[src/rtl/md5_uart_pkg.sv]
// rtl/md5_uart_pkg.sv - shared types, characters and helpers for the MD5 result reporter
package md5_uart_pkg;

   typedef enum logic [1:0] {
      IDLE,
      LOAD,
      SEND,
      DONE
   } state_t;

   localparam logic [7:0] CHAR_F  = 8'h46;
   localparam logic [7:0] CHAR_N  = 8'h4E;
   localparam logic [7:0] CHAR_CR = 8'h0D;
   localparam logic [7:0] CHAR_LF = 8'h0A;

   localparam int FRAME_BYTES = 11;

   // Uppercase hex digit: 0-9 -> '0'..'9', A-F -> 'A'..'F'
   function automatic logic [7:0] hex_ascii(input logic [3:0] nibble);
      if (nibble < 4'd10)
         return 8'h30 + {4'h0, nibble};
      else
         return 8'h37 + {4'h0, nibble};
   endfunction

endpackage

[src/rtl/uart_tx_byte.sv]
// rtl/uart_tx_byte.sv - 8N1 byte serializer; accepts the next byte in the cycle it reports done
module uart_tx_byte #(
   parameter int CLK_DIV = 868
) (
   input  logic       CLK,
   input  logic       reset,
   input  logic       start,
   input  logic [7:0] data,
   output logic       tx,
   output logic       ready,
   output logic       done
);

   localparam int CW = (CLK_DIV > 1) ? $clog2(CLK_DIV) : 1;

   logic [CW-1:0] baud_cnt;
   logic [3:0]    bit_cnt;
   logic [7:0]    shift;
   logic          active;
   logic          baud_end;

   assign baud_end = (baud_cnt == CW'(CLK_DIV - 1));
   // done marks the last cycle of the stop bit so a chained start leaves no idle gap
   assign done     = active && baud_end && (bit_cnt == 4'd9);
   assign ready    = !active || done;

   always_ff @(posedge CLK) begin
      if (reset) begin
         active   <= 1'b0;
         tx       <= 1'b1;
         baud_cnt <= '0;
         bit_cnt  <= '0;
         shift    <= '0;
      end else if (start && ready) begin
         active   <= 1'b1;
         tx       <= 1'b0;
         shift    <= data;
         baud_cnt <= '0;
         bit_cnt  <= '0;
      end else if (active) begin
         if (baud_end) begin
            baud_cnt <= '0;
            if (bit_cnt == 4'd9) begin
               active <= 1'b0;
               tx     <= 1'b1;
            end else begin
               bit_cnt <= bit_cnt + 4'd1;
               if (bit_cnt == 4'd8) begin
                  tx <= 1'b1;
               end else begin
                  tx    <= shift[0];
                  shift <= {1'b0, shift[7:1]};
               end
            end
         end else begin
            baud_cnt <= baud_cnt + 1'b1;
         end
      end
   end

endmodule

[src/rtl/md5_result_uart_tx.sv]
// rtl/md5_result_uart_tx.sv - captures a finished MD5 search and reports it as "F/N<hex>\r\n"
module md5_result_uart_tx
   import md5_uart_pkg::*;
#(
   parameter int CLK_DIV = 868,
   parameter int NIBBLES = 8
) (
   input  logic                 CLK,
   input  logic                 reset,
   input  logic                 status_done,
   input  logic                 status_found,
   input  logic [4*NIBBLES-1:0] target,
   output logic                 tx,
   output logic                 busy,
   output logic                 sent
);

   localparam logic [3:0] LAST = 4'(FRAME_BYTES - 1);

   state_t               state, state_nx;
   logic [3:0]           byte_idx;
   logic [4*NIBBLES-1:0] tgt_r;
   logic                 found_r;
   logic                 done_q;
   logic                 trigger;
   logic                 ser_start, ser_ready, ser_done;
   logic [7:0]           cur_byte;
   logic [3:0]           nib;
   int                   sel;

   assign busy    = (state == LOAD) || (state == SEND);
   assign sent    = (state == DONE);
   assign trigger = status_done && !done_q && !busy;

   // The next byte is handed over in the done cycle itself, so SEND looks one index ahead
   assign ser_start = ((state == LOAD) && ser_ready) ||
                      ((state == SEND) && ser_done && (byte_idx != LAST));

   always_comb begin
      sel      = int'(byte_idx) + ((state == SEND) ? 1 : 0);
      nib      = '0;
      cur_byte = CHAR_LF;
      if (sel == 0) begin
         cur_byte = found_r ? CHAR_F : CHAR_N;
      end else if (sel <= NIBBLES) begin
         nib      = 4'(tgt_r >> (4 * (NIBBLES - sel)));
         cur_byte = hex_ascii(nib);
      end else if (sel == NIBBLES + 1) begin
         cur_byte = CHAR_CR;
      end
   end

   always_ff @(posedge CLK) begin
      if (reset) begin
         state    <= IDLE;
         done_q   <= 1'b1;
         byte_idx <= '0;
         tgt_r    <= '0;
         found_r  <= 1'b0;
      end else begin
         state  <= state_nx;
         done_q <= status_done;
         if (trigger) begin
            tgt_r    <= target;
            found_r  <= status_found;
            byte_idx <= '0;
         end else if ((state == SEND) && ser_done && (byte_idx != LAST)) begin
            byte_idx <= byte_idx + 4'd1;
         end
      end
   end

   always_comb begin
      state_nx = state;
      case (state)
         IDLE, DONE: state_nx = trigger ? LOAD : IDLE;
         LOAD:       if (ser_ready) state_nx = SEND;
         SEND:       if (ser_done && (byte_idx == LAST)) state_nx = DONE;
         default:    state_nx = IDLE;
      endcase
   end

   uart_tx_byte #(
      .CLK_DIV(CLK_DIV)
   ) u_ser (
      .CLK  (CLK),
      .reset(reset),
      .start(ser_start),
      .data (cur_byte),
      .tx   (tx),
      .ready(ser_ready),
      .done (ser_done)
   );

endmodule

[config.mk]
export PLATFORM = sky130hd
export DESIGN_NAME = md5_result_uart_tx
export DESIGN_NICKNAME = d
export VERILOG_FILES = /design/src/rtl/md5_uart_pkg.sv /design/src/rtl/uart_tx_byte.sv /design/src/rtl/md5_result_uart_tx.sv
export SDC_FILE = /design/constraint.sdc
export NUM_CORES = 1
export LEC_CHECK = 0
export CAP_MARGIN = 5
export CORE_MARGIN = 4
export CORE_UTILIZATION = 61
export CTS_CLUSTER_SIZE = 16
export DETAILED_ROUTE_END_ITERATION = 7
export PLACE_DENSITY_LB_ADDON = 0.08
export RECOVER_POWER = 50
export SLEW_MARGIN = 15
export SYNTH_ARGS = -nofsm -noshare
export SYNTH_HDL_FRONTEND = slang
export SYNTH_HIERARCHICAL = 1
export SYNTH_SLANG_ARGS = --single-unit
[constraint.sdc]
create_clock -name CLK -period 9.9 [get_ports CLK]
set_input_delay 2.475 -clock CLK [delete_from_list [all_inputs] [get_ports CLK]]
set_output_delay 2.475 -clock CLK [all_outputs]
set_load 0.1 [all_outputs]
# Yosys cells after proc, flatten, opt, wreduce, memory -nomap -nowiden
# Index checks and enable logic that the tools add are counted.
totals:
  register_bits: 64
  inputBits: 36
  wordCells: 85
  output_inout_bits: 3
classes:
  n_mux: 25
  shift: 1
  magnitude_cmp: 2
  reduce_logical: 26
  bitwise: 1
  n_eq_ne: 13
  addsub: 7
op_table:
  columns: ["cell", "n"]
  rows:
  - ["8-bit two-way mux", 7]
  - ["32-bit zero test", 1]
  - ["32-bit by 32-bit right shift with 4-bit output", 1]
  - ["6-bit by 4-bit adder with 7-bit output, first input constant", 2]
  - ["4-bit == test, second input constant", 3]
  - ["1-bit two-way mux", 11]
  - ["10-bit by 1-bit adder with 10-bit output, second input constant", 1]
  - ["10-bit == test, second input constant", 1]
  - ["10-bit two-way mux", 1]
  - ["1-bit logical AND", 9]
  - ["4-bit by 1-bit adder with 4-bit output, second input constant", 2]
  - ["7-bit two-way mux", 1]
  - ["2-bit one-hot mux with 3 select lines", 1]
  - ["2-bit OR reduction", 3]
  - ["4-bit by 5-bit subtractor with 6-bit output, first input constant", 1]
  - ["4-bit by 1-bit adder with 5-bit output", 1]
  - ["5-bit by 4-bit == test with 1-bit output, second input constant", 1]
  - ["5-bit by 4-bit less-or-equal comparator with 1-bit output, second input constant", 1]
  - ["2-bit == test, second input constant", 2]
  - ["4-bit < comparator, second input constant", 1]
  - ["2-bit two-way mux", 2]
  - ["4-bit two-way mux", 1]
  - ["2-bit by 1-bit != test with 1-bit output, second input constant", 2]
  - ["2-bit != test, second input constant", 2]
  - ["other kinds (11)", 17]

# Logic depth before layout (Yosys ltp)
# Gate-level depths: netlist of the first run.
logic_depth:
  word_depth: 10
  depth_mapped: 17
  mapped_depth_nobuf: 17

# Modules after synthesis
# Netlist of the first run, hierarchy kept.
by_module_without_submodules:
  columns: ["mod", "seq_area_each_um2", "area_each_um2", "instances", "cells_per_inst"]
  rows:
  - ["md5_result_uart_tx", 800.8, 2248.4, 1, 276]
  - ["uart_tx_byte", 480.5, 1272.5, 1, 135]

# Worst setup path before layout of the first run
# Ideal clock, no wire load.
synth_path:
  path_type: "register to output"
  start: "register state[0]"
  end: "output port busy"
  arrival_ns: 1.319
  setup_slack_ns: 6.106
  t_required_ns: 7.425
  path_buffers: 0
  path_stages_with_launch: 4
  cell_sequence: "dfxtp_1 -> inv_1 -> ha_1 -> inv_1"
synth_via:
  elab_chain_cells: 2
  elab_cells_between_ends: 3
  cone_classes: "eq/ne (2); reduce/logical (1)"
synth_lines:
  columns: ["item", "line", "rtl"]
  rows:
  - ["start: declaration", "md5_result_uart_tx.sv:20", "state_t state, state_nx;"]
  - ["start signal: assignment", "md5_result_uart_tx.sv:61", "state <= state_nx;"]
  - ["2-bit by 1-bit == test with 1-bit output / 2-bit == test (equally long branches)", "md5_result_uart_tx.sv:31", "assign busy = (state == LOAD) || (state == SEND);"]
  - ["1-bit logical OR *", "md5_result_uart_tx.sv:31", null]
  - ["end: declaration", "md5_result_uart_tx.sv:14", "output logic busy,"]
# Mark *: on every way between the ends. The rest lies on a longest branch, timed or not.

# Worst setup path after layout of the first run
layout_path:
  start: "input port reset"
  end: "register u_ser.baud_cnt[3]"
layout_via:
  elab_chain_cells: 1
layout_lines:
  columns: ["item", "line", "rtl"]
  rows:
  - ["start: declaration", "md5_result_uart_tx.sv:9", "input logic reset,"]
  - ["2-bit OR reduction (no line)", null, null]
  - ["end signal: assignment", "uart_tx_byte.sv:56", "baud_cnt <= baud_cnt + 1'b1;"]
  - ["end: declaration", "uart_tx_byte.sv:16", "logic [CW-1:0] baud_cnt;"]
# Every way passes these cells.
# A chain may end at the register's enable or synchronous reset.

==> results of run 1 <==
==> registers in the layout, summed over array words and instances (netlist names) <==
name and cells:
u_ser/bit_cnt 4, byte_idx 4, done_q 1, u_ser/shift 8, u_ser/active 1, u_ser/tx 1
found_r 1, tgt_r 32, u_ser/baud_cnt 10, state 2
==> cell families (layout without fill, tap and decap cells) <==
group / after synthesis / after routing
compound gates: 98 / 98
other cells: 1 / 1
mux: 19 / 19
flops: 64 / 64
buf+inv: 38 / 72
simple gates: 164 / 164
fa+ha+maj: 14 / 14
xor+xnor: 13 / 13
==> cell usage in the layout (no fill, tap or decap), types with 2 or more instances in the layout <==
cell type and instances:
clkdlybuf4s50_1 37, and2_1 2, o211ai_1 4, xor2_1 5, nor2_2 2, nor4bb_1 2, clkinv_2 2, o2111a_1 2
a21oi_1 52, nor3_1 11, xnor2_1 7, nand3_1 7, mux2i_1 10, nand3b_1 2, o21ai_0 8, nand2b_1 3
clkbuf_8 10, clkinvlp_4 3, dfxtp_1 64, a31oi_1 4, o221ai_1 2, nor2_1 22, o31ai_1 7, nand4_1 6
or3_1 3, a211oi_1 6, nor2b_1 3, inv_1 15, and3_1 2, mux4_2 8, nor3b_1 3, or2_2 2
clkbuf_1 2, ha_1 14, nand2_1 79
==> final timing paths <==
path / cells after the start / end
max reg2reg: 15 / u_ser/shift[2]
max: 5 / u_ser/baud_cnt[3]
min reg2reg: 2 / tgt_r[23]
min: 2 / tgt_r[23]
==> cell type report <==
cell class,count,area [um2]
flip-flops and latches,64,1280
clock buffers,11,141
well taps,72,90.1
inverters,16,60.1
repair buffers,40,392
clock inverters,5,32.5
multi-input cells,309,2090
fillers,447,1450
==> per-stage QoR <==
stage | std cells | util, %
after floorplan | 411 | -
after global placement | 501 | 70.7
after detailed placement | 501 | 70.7
after CTS | 517 | 73.8
after global routing | 517 | 73.8
final | 517 | 73.8
==> critical path, stage by stage <==
cell,delay (ps)
dlygate4sd3_1,520
clkbuf_1,1520
clkinv_1,790
o211ai_1,550
nor2_1,110
==> layer usage <==
| layer | vias up | share of wire [%] |
|---|---|---|
| met1 | 1385 | 43 |
| met4 | 0 | 2.4 |
| met2 | 60 | 51 |
| li1 | 1520 | - |
| met3 | 19 | 3.7 |
| met5 | - | 0 |
==> power by group <==
group	total, W	switching [W]	internal, W
clock network	0.000198	0.000102	0.0000966
registers	0.000301	0.0000185	0.000283
logic	0.000247	0.000148	0.0000987
total	0.000746	0.000268	0.000478
==> results.md, run 1 <==
* First-pass GRT wire length at 12.4 mm
* # Post-CTS Setup Buffers at 0
* I/O Buffers at 38
* Initial Util at 63.6%
* CTS tree: yes
* Largest net degree at the start of global routing at 50
* Vias at 2984
* Final instance area at 0.00409 mm2
* RSZ-0062 raised after global routing: no
* Hold buffers post-CTS at 0
* Startpoint type of the worst setup path: input port
* Seq/Total Area, Yosys at 36.4%
* Mux cell area share after synthesis at 8.28%
* Slew @ Worst Pin at 2130 ps
* Pins Over Slew Limit at 50
* Total track usage at 21.3%
* Share of flip-flops with an asynchronous set or reset at 0%
* Num CTS Buffers at 9
* Routed len/inst at 14.0 um
* Top Ports at 39
* Synth top area share at 36.4%
* Cell Area, Synth at 0.00352 mm2
* Synth area leader: dfxtp_1
* Initial antenna violation count at 0
* Number of synthesized flops with an enable pin at 0
* Clock latency on the worst-skew pair at 340 ps
* Number of library cell types mapped by synthesis at 66
* Total grt overflow at 0
* Syn. warnings at 6
* Worst setup startpoint: reset
* Post-synthesis xor/xnor area fraction at 3.62%
* Largest cells by area after synthesis: dfxtp_1, nand2_1, a21oi_1
* Post-synthesis cell count at 411
* Flop2flop setup slack at 5700 ps
* Worst-path fanout max at 49
* Setup WS post-layout at 4140 ps
* Most common cell in the netlist: nand2_1
* Main synth FF type: dfxtp_1
* Vias in the first global route at 2903
* Area Overhead vs Synth at 16.1%
* M2 GR Usage at 38.2%
* Die area at 0.00705 mm2
* Drt drc at 0
* Max VDD drop at 105 uV
* Top cells by count, synth: nand2_1, dfxtp_1, a21oi_1
* Vias per cell at 5.77
* Clock root buffer: clkbuf_8
* Worst hold path startpoint: tgt_r[23]
* Post-DRT Antenna Nets at 0
* Dpl hpwl at 5.24 mm
* Syn nets at 461
* DRT Pass-1 Iters at 5
* Slew headroom at -42.2%
* Synth Area in Compound Gates at 18.4%
* Failing checks: capacitance limit, slew limit
* Hold Path Class: reg -> reg
* Critical setup path kind: in -> reg
* CP endpoint kind: flip-flop
* Leakage Power at 1.42 nW
* Period utilization at 58.2%
* Flops & latches, synth at 64
* Reg clk slew, reported paths at 70 ps
* Pre-CTS WS at 5480 ps
* TritonCTS Sinks at 64
* Met3 Usage GRT at 4.15%
* MaxCap Viol Count at 1
* Setup TNS at 0 ps
* Die width at 84.0 um
* CP required at 10110 ps
* Busiest grt layer: met2
* Clock buffer depth at 2
* Status: complete, but fails checks
* Inserted Diodes at 0
* Layout Nets at 490
* Post-synthesis adder-cell area fraction at 4.98%
* Placed cell area at 0.00392 mm2
* Share of post-route cells with drive strength above 1 at 8.99%
* Chip height at 84.0 um
* First DRT Iteration DRCs at 134
* DRT Wirelength at 7.25 mm
* CP arrival at 5980 ps
* Syn avg cell area at 8.57 um2
* Reg-to-Reg Start: state[0]
* Pwr/cell area at 182 mW/mm2
* Fin crit period at 5760 ps
* GR Layer Usage met1 at 23.8%
* FP Rows at 27
* Core area at 0.00554 mm2
* Resized cells post-CTS at 0
* H-tree depth at 3
* Setup Skew at 5.63 ps
* Hold Violations, Final at 0
* Final Hold Slack at 456 ps
* Largest family of logic cells by synthesized area: simple AND/OR/NAND/NOR gates
* Simple-Gate Fraction of Synth Area at 23.9%
* Placer Congestion at 0.831
* Power, Total at 0.000746 W
* Final setup viols at 0
* Fmax at 174 MHz
Note: power is estimated with default switching activity, not from simulation.
==> run 2: changes to the inputs <==
--- a/config.mk
+++ b/config.mk
@@ -7,7 +7,7 @@
 export LEC_CHECK = 0
 export CAP_MARGIN = 5
 export CORE_MARGIN = 4
-export CORE_UTILIZATION = 61
+export CORE_UTILIZATION = 51
 export CTS_CLUSTER_SIZE = 16
 export DETAILED_ROUTE_END_ITERATION = 7
 export PLACE_DENSITY_LB_ADDON = 0.08
==> constraint.sdc (replaced) <==
create_clock -name CLK -period 5.22 [get_ports CLK]
set_input_delay 1.305 -clock CLK [delete_from_list [all_inputs] [get_ports CLK]]
set_output_delay 1.305 -clock CLK [all_outputs]
set_load 0.1 [all_outputs]
==> run 2 against run 1 <==
- the run now ends clean
- largest power group unchanged
- clock power rose by 88%
- die area is 18% higher
- sequential share of layout area is 0.096 points higher
- wire length fell by 0.90%
- via count down 3.2%
- hold slack lost 1.7 ps
- global-route usage is 2.8 points lower
- critical endpoint is now u_ser/shift[2]
- cell count up 1.5%
- non-clock buffer count unchanged
- largest cell class unchanged
- setup slack worse by 3000 ps
==> results.md, run 2 (synthesis results as in run 1) <==
* Status: finished, final reports clean
* DRT Wirelength at 7.18 mm (-0.90%)
* Core area at 0.00676 mm2 (+22%)
* Delay-heaviest family, CP: adder cells
* H-tree depth at 3 (unchanged)
* Placer Congestion at 0.815 (-1.9%)
* Vias per cell at 5.50 (-4.7%)
* Fin cells at 525 (+1.5%)
* Share of post-route cells with drive strength above 1 at 8.54% (-0.45 points)
* First-pass GRT wire length at 12.7 mm (+2.6%)
* CP Buf/Inv Count at 2 (-1)
* Routed len/inst at 13.7 um (-2.4%)
* TritonCTS Sinks at 64 (unchanged)
* Final Util at 60.3% (-13 points)
* CP max stage cell: or4b_1
* DRT Pass-1 Iters at 6 (+1)
* Top Ports at 39 (unchanged)
* Critical setup path kind: reg -> reg
* Startpoint type of the worst setup path: flip-flop
* Hold buffers post-CTS at 0 (unchanged)
* Commonest non-fill, non-tap cell in the layout: nand2_1
* Vias at 2889 (-3.2%)
* # Post-CTS Setup Buffers at 0 (unchanged)
* Clock buffer depth at 2 (unchanged)
* Total grt overflow at 0 (unchanged)
* Most used cell, CP: ha_1
* CTS tree: yes
* Num CTS Buffers at 9 (unchanged)
* Clock latency on the worst-skew pair at 340 ps (about the same)
* Fin crit period at 4080 ps
* Hold Violations, Final at 0 (unchanged)
* Most flops, register: tgt_r
* Setup Skew at 8.22 ps (+2.59 ps)
* Setup TNS at 0 ps (unchanged)
* Initial Util at 52.1% (-11 points)
* First DRT Iteration DRCs at 101 (-25%)
* Chip height at 91.1 um (+8.5%)
* Resized cells post-CTS at 0 (unchanged)
* Inserted Diodes at 0 (unchanged)
* Largest regs: tgt_r (32), u_ser/baud_cnt (10), u_ser/shift (8)
* Setup WS post-layout at 1140 ps (-3000 ps)
* CP arrival at 4310 ps (-1670 ps)
* Critical-path cell list: inv_1 -> ha_1 -> ha_1 -> ha_1 -> inv_1 -> ha_1 -> or4b_1 -> and3_1 -> o32a_4 -> or2_1 -> ha_1 -> and4b_1 -> a211o_1 -> o31ai_1 -> a21oi_1
* Largest net degree at the start of global routing at 50 (unchanged)
* Pins Over Slew Limit at 0 (-100%)
* Pre-CTS WS at 1130 ps (-4340 ps)
* RSZ-0062 raised after global routing: no
* MaxCap Viol Count at 0 (-1)
* Initial antenna violation count at 0 (unchanged)
* Total track usage at 18.5% (-2.8 points)
* I/O Buffers at 38 (unchanged)
* Final instance area at 0.00408 mm2 (-0.31%)
* FP Rows at 30 (+11%)
* Total instance count after detailed placement at 509 (+1.6%)
* Commonest cells after routing, fill and taps aside: nand2_1, dfxtp_1, a21oi_1
* Worst-path fanout max at 9 (-82%)
* Area Overhead vs Synth at 15.7%
* Clock root buffer: clkbuf_8
* CP peak stage delay at 440 ps (-1080 ps)
* Placed cell area at 0.00393 mm2 (+0.26%)
* Drt drc at 0 (unchanged)
* Fmax at 245 MHz
* Pwr/cell area at 344 mW/mm2 (+89%)
* Die width at 91.1 um (+8.5%)
* Final setup viols at 0 (unchanged)
* Slew @ Worst Pin at 1280 ps (-858 ps)
* Dpl hpwl at 5.18 mm (-1.0%)
* Leakage Power at 1.41 nW (-0.48%)
* Max VDD drop at 151 uV (+44%)
* Post-DRT Antenna Nets at 0 (unchanged)
* CP required at 5440 ps (-4670 ps)
* Hold Path Class: reg -> reg
* Period utilization at 78.2%
* Layout Nets at 490 (unchanged)
* Max reg flops at 32 (unchanged)
* Slew headroom at 15.0% (+57 points)
* CP endpoint kind: flip-flop
* Vias in the first global route at 2844 (-2.0%)
* Reg clk slew, reported paths at 70 ps (about the same)
* Die area at 0.00830 mm2 (+18%)
==> run 2: metal layers <==
metal	routed length [um]	GRT usage, %	up-vias
met5	0	0	-
met4	105	8.42	0
met3	231	3.31	11
met2	3450	31.0	36
met1	3400	23.0	1322
li1	-	-	1520
==> run 2: worst paths after layout <==
kind / startpoint / end / slack [ps] / depth (start not counted)
worst min-delay path: tgt_r[27] / tgt_r[27] / 450 / 2
worst min register to register: tgt_r[27] / tgt_r[27] / 450 / 2
worst max-delay path: state[0] / u_ser/shift[2] / 1140 / 15
worst max register to register: state[0] / u_ser/shift[2] / 1140 / 15
==> run 2: report_power, final <==
group          internal (W)  leakage (nW)  switching, W
registers          0.000536         0.519     0.0000335
logic              0.000187         0.803      0.000275
clock network      0.000182        0.0878      0.000191
==> run 2: layout make-up <==
type / count / area [um2]
clock buffers: 10 / 138
well taps: 80 / 100
inverters: 16 / 60.1
fillers: 645 / 2680
repair buffers: 40 / 392
multi-input cells: 309 / 2070
clock inverters: 6 / 35.0
flip-flops and latches: 64 / 1280
==> run 2: worst register-to-register path, delay by kind of cell, from the launching register on <==
kind	cells	cell delay (ps)
DFF	1	380
and+or+nand+nor	4	1110
buffers and inverters	2	190
AOI/OAI and AO/OA	4	910
adders and majority gates	5	1400
==> run 2: through the flow <==
| step | hold WS [ps] | power [W] |
|---|---|---|
| 2_1_floorplan | 433 | 0.000940 |
| 3_3_place_gp | 438 | 0.00104 |
| 3_5_place_dp | 448 | 0.00105 |
| 4_1_cts | 457 | 0.00143 |
| 5_1_grt | 478 | 0.00149 |
| 6_report | 455 | 0.00140 |
